File: config.mk
export PLATFORM = sky130hd
export DESIGN_NAME = rst_seq
export DESIGN_NICKNAME = d
export VERILOG_FILES = /design/src/rtl/rst_seq.sv
export SDC_FILE = /design/constraint.sdc
export NUM_CORES = 1
export LEC_CHECK = 0
export ABC_CLOCK_PERIOD_IN_PS = 1600
export BUFFER_PORTS_ARGS = -buffer_cell sky130_fd_sc_hd__buf_4
export CAP_MARGIN = 20
export CORE_UTILIZATION = 35
export CTS_BUF_LIST = sky130_fd_sc_hd__clkbuf_4 sky130_fd_sc_hd__clkbuf_8 sky130_fd_sc_hd__clkbuf_16
export CTS_CLUSTER_SIZE = 20
export DETAILED_ROUTE_END_ITERATION = 7
export PLACE_DENSITY = 0.6
export SLEW_MARGIN = 20
export SYNTH_ARGS = -nofsm -noshare
export SYNTH_HDL_FRONTEND = slang
export SYNTH_SLANG_ARGS = --single-unit
File: constraint.sdc
create_clock -name clk -period 1.6 [get_ports clk]
set_clock_uncertainty 0.15 [all_clocks]
set_input_delay 0.08 -clock clk [delete_from_list [all_inputs] [get_ports clk]]
set_output_delay 0.08 -clock clk [all_outputs]
set_load 0.05 [all_outputs]
File: src/rtl/rst_seq.sv
// rst_seq: synchronises the push-button RST_n, filters its release and then
// releases NUM_CH active-low resets in order. Define RST_SEQ_SOFT_EN for soft_rst.
module rst_seq #(
  parameter int NUM_CH      = 4,
  parameter int SYNC_STAGES = 2,
  parameter int FILT_CYCLES = 16,
  parameter int GAP_CYCLES  = 8
) (
  input  logic              clk,
  input  logic              rst,
  input  logic              RST_n,
`ifdef RST_SEQ_SOFT_EN
  input  logic              soft_rst,
`endif
  output logic [NUM_CH-1:0] rst_n_out,
  output logic              seq_done
);

  localparam int FILT_W = (FILT_CYCLES > 1) ? $clog2(FILT_CYCLES) : 1;
  localparam int GAP_W  = (GAP_CYCLES > 1) ? $clog2(GAP_CYCLES) : 1;
  localparam int IDX_W  = (NUM_CH > 1) ? $clog2(NUM_CH) : 1;

  localparam logic [FILT_W-1:0] FILT_LAST = FILT_W'(FILT_CYCLES - 1);
  localparam logic [FILT_W-1:0] FILT_ONE  = FILT_W'(1);
  localparam logic [GAP_W-1:0]  GAP_LAST  = GAP_W'(GAP_CYCLES - 1);
  localparam logic [GAP_W-1:0]  GAP_ONE   = GAP_W'(1);
  localparam logic [IDX_W-1:0]  IDX_LAST  = IDX_W'(NUM_CH - 1);
  localparam logic [IDX_W-1:0]  IDX_ONE   = IDX_W'(1);

  typedef enum logic [1:0] {
    HOLD    = 2'd0,
    FILTER  = 2'd1,
    RELEASE = 2'd2,
    RUN     = 2'd3
  } state_t;

  logic [SYNC_STAGES-1:0] sync_r;
  logic                   btn_s;
  logic                   soft_s;
  logic                   abort_s;
  state_t                 state_r;
  state_t                 state_nxt_s;
  logic [FILT_W-1:0]      filt_cnt_r;
  logic [FILT_W-1:0]      filt_cnt_nxt_s;
  logic [GAP_W-1:0]       gap_cnt_r;
  logic [GAP_W-1:0]       gap_cnt_nxt_s;
  logic [IDX_W-1:0]       idx_r;
  logic [IDX_W-1:0]       idx_nxt_s;
  logic [NUM_CH-1:0]      out_r;
  logic [NUM_CH-1:0]      out_nxt_s;
  logic [NUM_CH-1:0]      release_mask_s;
  logic                   done_r;
  logic                   done_nxt_s;
  logic                   filt_last_s;
  logic                   gap_last_s;
  logic                   idx_last_s;

`ifdef RST_SEQ_SOFT_EN
  assign soft_s = soft_rst;
`else
  assign soft_s = 1'b0;
`endif

  assign btn_s       = sync_r[SYNC_STAGES-1];
  // A low button or a soft restart both force HOLD, ahead of any pending release.
  assign abort_s     = ~btn_s | soft_s;
  assign filt_last_s = (filt_cnt_r == FILT_LAST);
  assign gap_last_s  = (gap_cnt_r == GAP_LAST);
  assign idx_last_s  = (idx_r == IDX_LAST);

  // Synchroniser shift register for the raw button.
  always_ff @(posedge clk) begin
    if (rst) begin
      sync_r <= {SYNC_STAGES{1'b0}};
    end else begin
      sync_r <= {sync_r[SYNC_STAGES-2:0], RST_n};
    end
  end

  // State, counters and registered outputs.
  always_ff @(posedge clk) begin
    if (rst) begin
      state_r    <= HOLD;
      filt_cnt_r <= {FILT_W{1'b0}};
      gap_cnt_r  <= {GAP_W{1'b0}};
      idx_r      <= {IDX_W{1'b0}};
      out_r      <= {NUM_CH{1'b0}};
      done_r     <= 1'b0;
    end else begin
      state_r    <= state_nxt_s;
      filt_cnt_r <= filt_cnt_nxt_s;
      gap_cnt_r  <= gap_cnt_nxt_s;
      idx_r      <= idx_nxt_s;
      out_r      <= out_nxt_s;
      done_r     <= done_nxt_s;
    end
  end

  // Next-state selection.
  always_comb begin
    state_nxt_s = state_r;
    if (abort_s) begin
      state_nxt_s = HOLD;
    end else begin
      case (state_r)
        HOLD:    state_nxt_s = FILTER;
        FILTER:  state_nxt_s = filt_last_s ? RELEASE : FILTER;
        RELEASE: state_nxt_s = (gap_last_s && idx_last_s) ? RUN : RELEASE;
        RUN:     state_nxt_s = RUN;
        default: state_nxt_s = HOLD;
      endcase
    end
  end

  // One-hot mask of the channel released at the end of the current gap.
  always_comb begin
    release_mask_s = {NUM_CH{1'b0}};
    for (int i = 0; i < NUM_CH; i++) begin
      release_mask_s[i] = (idx_r == IDX_W'(i));
    end
  end

  // Counter and output next values; released channels accumulate until HOLD.
  always_comb begin
    filt_cnt_nxt_s = {FILT_W{1'b0}};
    gap_cnt_nxt_s  = {GAP_W{1'b0}};
    idx_nxt_s      = {IDX_W{1'b0}};
    out_nxt_s      = {NUM_CH{1'b0}};
    done_nxt_s     = 1'b0;
    if (!abort_s) begin
      case (state_r)
        FILTER: begin
          filt_cnt_nxt_s = filt_last_s ? {FILT_W{1'b0}} : (filt_cnt_r + FILT_ONE);
        end
        RELEASE: begin
          if (gap_last_s) begin
            out_nxt_s  = out_r | release_mask_s;
            idx_nxt_s  = idx_last_s ? {IDX_W{1'b0}} : (idx_r + IDX_ONE);
            done_nxt_s = idx_last_s;
          end else begin
            out_nxt_s     = out_r;
            gap_cnt_nxt_s = gap_cnt_r + GAP_ONE;
            idx_nxt_s     = idx_r;
          end
        end
        RUN: begin
          out_nxt_s  = {NUM_CH{1'b1}};
          done_nxt_s = 1'b1;
        end
        default: begin
          out_nxt_s  = {NUM_CH{1'b0}};
          done_nxt_s = 1'b0;
        end
      endcase
    end else begin
      out_nxt_s  = {NUM_CH{1'b0}};
      done_nxt_s = 1'b0;
    end
  end

  assign rst_n_out = out_r;
  assign seq_done  = done_r;

endmodule

After elaboration in Yosys (flattened, before gate mapping) --
Cells that the tools add are included.
Storage, ports and cells: flip-flop bits (word level) 18, input port bits 3, output and inout bits 5, word-level logic and storage cells 38
Operators by class: add/sub/neg operators 3, equality and inequality tests 9, muxes and demuxes 8, bitwise gates (word level) 4, reduce and logical (&&, ||, !) cells 7
Operators by type and width (number):
- $eq A2 B2 Y1 const B | 4
- $pmux W2 S4 | 1
- $pmux W4 S2 | 1
- $reduce_or A4 Y1 | 2
- $add A4 B1 Y4 const B | 1
- $eq A2 B1 Y1 const B | 2
- $eq A4 B4 Y1 const B | 1
- $logic_not A2 Y1 | 2
- $mux W2 | 2
- $mux W4 | 1
- $or A4 B4 Y4 | 1
- $add A3 B1 Y3 const B | 1
- $eq A3 B3 Y1 const B | 1
- $not A1 Y1 | 3
- $reduce_or A3 Y1 | 1
- $add A2 B1 Y2 const B | 1
- $mux W1 | 2
- $ne A2 B2 Y1 const B | 1
- $pmux W1 S2 | 1
- $reduce_or A2 Y1 | 1
- $logic_and A1 B1 Y1 | 1

Longest topological paths before layout --
depth after elaboration 4, mapped depth 5, mapped depth without buffers 4

Worst setup path after synthesis --
Ideal clock, no wire load.
kind reg-to-reg, start point register gap_cnt_r[0], end point register state_r[0], setup time 127 ps, arrival time 1079 ps, required time 1323 ps, path slack 244 ps, stages on the path, launching flop included 6, buffers on the path 1, clock period less this slack 1356 ps, cells stage by stage dfxtp_1 -> ha_1 -> ha_1 -> buf_2 -> a21oi_1 -> a211oi_1
Between the ends: cells in the longest elaborated chain, start to end 4
RTL lines:
- start: declaration | RTL line 45 | logic [GAP_W-1:0] gap_cnt_r;
- start signal: assignment | RTL line 85 | gap_cnt_r <= {GAP_W{1'b0}};
- start signal: assignment | RTL line 92 | gap_cnt_r <= gap_cnt_nxt_s;
- $eq A3 B3 Y1 | RTL line 68 | assign gap_last_s = (gap_cnt_r == GAP_LAST);
- $logic_and A1 B1 Y1 | RTL line 108 | RELEASE: state_nxt_s = (gap_last_s && idx_last_s) ? RUN : RELEASE;
- $mux W1 | RTL line 108
- $pmux W2 S4 | RTL line 105 | case (state_r)
- end signal: assignment | RTL line 90 | state_r <= state_nxt_s;
- end: declaration | RTL line 41 | state_t state_r;
No other way between the ends. A chain may end at the register's enable or synchronous reset.

Worst setup path after layout --
Ends and elaborated chain as after synthesis.

==> metrics <==
HP Class=register to register; crit path time final=approximately 1.5 ns; final hold violations=0; DIE HEIGHT=roughly 48 µm; FMAX=666 MHz; first-pass GRT wire length=approximately 1.7 mm; share of layout cells above drive strength 1=0.228; Via density=around 4.3; Required @ worst endpoint=between 1.5 and 2 ns; clock slew at reported path FFs=approximately 0.10 ns; Crit Path Category=register to register; Worst Setup Start Kind=register; Die ar.=around 2300 µm²; WL final=1.00 mm; top-count cell post-synth=dfxtp_1; Clock Path Buffers=2; Distinct cells, synth=22; Peak VDD IR=0.420 mV; CTS tree=yes; antenna fix cells=0; Leak Pwr=roughly 0.00035 µW; maxcap violations=0; post-route setup TNS=0 ns; status=completed; GRT busiest layer=met1; Yosys top cell area share=0.496; number of flops mapped to enable cells by yosys=0; area grow syn2layout=18.8%; slew margin rel.=0.719; pre-CTS setup slack=about 0.15 ns; cts hold-fix bufs=3; crit path buf inv count=0; Async S/R FF share, synth=0; post-synthesis cell area=around 730 µm²; via count=about 460; most common library cells after synthesis=dfxtp_1 (18), nor2_1 (10), ha_1 (7), inv_1 (5), a211oi_1 (4); #FFs+latches synth=18; GR Util met2=0.151; final core occ=0.440; GR Util met3=0.0340; clock share of power=0.367; Mapped Cells=67; insertion delay to the later sink of the worst-skew pair=~0.29 ns; post-CTS setup buffer count=0; Initial DRC Count=5; net switching power=around 140 µW; drt drc=0; Avg Cell Area, Syn=between 10 and 15 µm²; largest net degree at the start of global routing=11; largest area contributor in the netlist=dfxtp_1; I/O pins=8; sequential fraction of the synthesis area=0.496; Synth Net Count=77; Pwr Density=865 nW/µm²; top post-synthesis cells by area=dfxtp_1 (50%), ha_1 (12%), nor2_1 (5.2%); number of global-route vias before repair=around 390; port buffer count=7; Max Slew Vio Count=0; Tot GR Track Use=0.111; Comb power frac=0.024; Crit-path slowest cell=ha_1; gpl congestion=between 0.6 and 0.7; most used cell, CP=ha_1; Top delay family on crit path=adder cells; total grt overflow=0; Starting Density=0.371; core area=between 1500 and 2000 µm²; post-route ant nets=0; PnR worst setup slack=just under 0.1 ns; HPWL after detailed placement=slightly above 700 µm; row cnt=16; setup violators final=0; H-tree Lvls=1; met1 usage=0.152; Num Clock Sinks=18; NumNets Final=90; P_int=~600 µW; drt wl/cell=9.47 µm; post_cts resized=0; CP peak stage delay=0.37 ns; sw frac=0.193; chip width=approximately 48 µm; CP Max Fanout=8; Arr. time, crit path=1.57 ns; CP cell instances=ha_1 -> ha_1 -> a21oi_1 -> a211oi_1; final instance area=roughly 860 µm²; sequential share of power=0.609; RSZ-0062 raised after global routing=no; dominant synthesized flop cell=dfxtp_1; crit share post-route=0.938; synthesis warning total=0; Critical Path End Type=register; initial antenna violation count=0; Area after DPL=~800 µm²; CTS Root Cell=clkbuf_4; Worst Tran Pin Value=approximately 0.42 ns; First-pass DRT Iterations=3; CTS Buf Count=3
==> worst paths after layout <==
| check | from | end | slack, ns | depth (start not counted) |
|---|---|---|---|---|
| worst min register to register | gap_cnt_r[0]$_SDFF_PP0_ | gap_cnt_r[0]$_SDFF_PP0_ | 0.30 | 1 |
| worst max register to register | gap_cnt_r[0]$_SDFF_PP0_ | state_r[0]$_SDFF_PP0_ | 0.1 | 4 |
| worst min-delay path | gap_cnt_r[0]$_SDFF_PP0_ | gap_cnt_r[0]$_SDFF_PP0_ | 0.30 | 1 |
| worst max-delay path | gap_cnt_r[0]$_SDFF_PP0_ | state_r[0]$_SDFF_PP0_ | 0.1 | 4 |
==> registers in the layout, indices dropped and copies added (netlist names) <==
| signal | cells |
|---|---|
| rst_n_out | 4 |
| state_r | 2 |
| seq_done | 1 |
| filt_cnt_r | 4 |
| sync_r | 2 |
| idx_r | 2 |
| gap_cnt_r | 3 |
==> routing by layer <==
metal / vias to the layer above / part of all wire
li1: 250 / -
met2: 7 / 0.45
met5: - / 0
met4: 0 / 0
met3: 0 / 0.025
met1: 204 / 0.52
==> cells in the final DEF, fill, tap and decap left out, types with 2 or more instances in the layout <==
cell,Yosys,routed
nor3_1,2,2
clkbuf_4,0,3
a211oi_1,4,4
dfxtp_1,18,18
inv_1,5,5
and2b_2,2,2
mux2i_1,2,2
a21oi_1,3,3
dlygate4sd3_1,0,3
and2_2,2,2
buf_4,0,7
nor2_1,10,10
ha_1,7,7
==> worst register-to-register path, delay by kind of cell (launching register included) <==
kind,cells,cell delay [ns]
fa+ha+maj,2,0.52
flops,1,0.35
compound gates,2,0.40
==> through the flow <==
stage | total power (µW) | cells | hold slack, ns
detailed placement | 478 | 99 | 0.165
finish | 747 | 106 | 0.295
global route | 783 | 106 | 0.317
floorplan | 473 | 67 | 0.0725
global placement | 477 | 99 | 0.158
CTS | 760 | 106 | 0.297
==> cells by family after synthesis <==
| kind of cell | Yosys count | share of synthesized area |
|---|---|---|
| buffers and inverters | 7 | 0.0482 |
| muxes | 2 | 0.0275 |
| AOI/OAI and AO/OA | 8 | 0.0740 |
| DFF | 18 | 0.496 |
| and+or+nand+nor | 23 | 0.210 |
| xor gates and xnor gates | 2 | 0.0241 |
| adders and majority gates | 7 | 0.120 |
==> power by group through the flow <==
stage          combinational (µW)  clock [µW]  sequential (µW)
6_report                     17.7         274              455
5_1_grt                      19.4         307              456
4_1_cts                      17.8         287              455
3_5_place_dp                 12.3           0              465
3_3_place_gp                 12.1           0              465
2_1_floorplan                10.1           0              463
==> area by class of cell <==
class                           instances  area [µm²]
Clock buffer                            4        36.3
Sequential cell                        18         360
Fill cell                             210        1100
Multi-Input combinational cell         42         332
Inverter                                5        18.8
Tap cell                               27        33.8
Timing Repair Buffer                   10        82.6
Power figures use the tool's default switching activity.
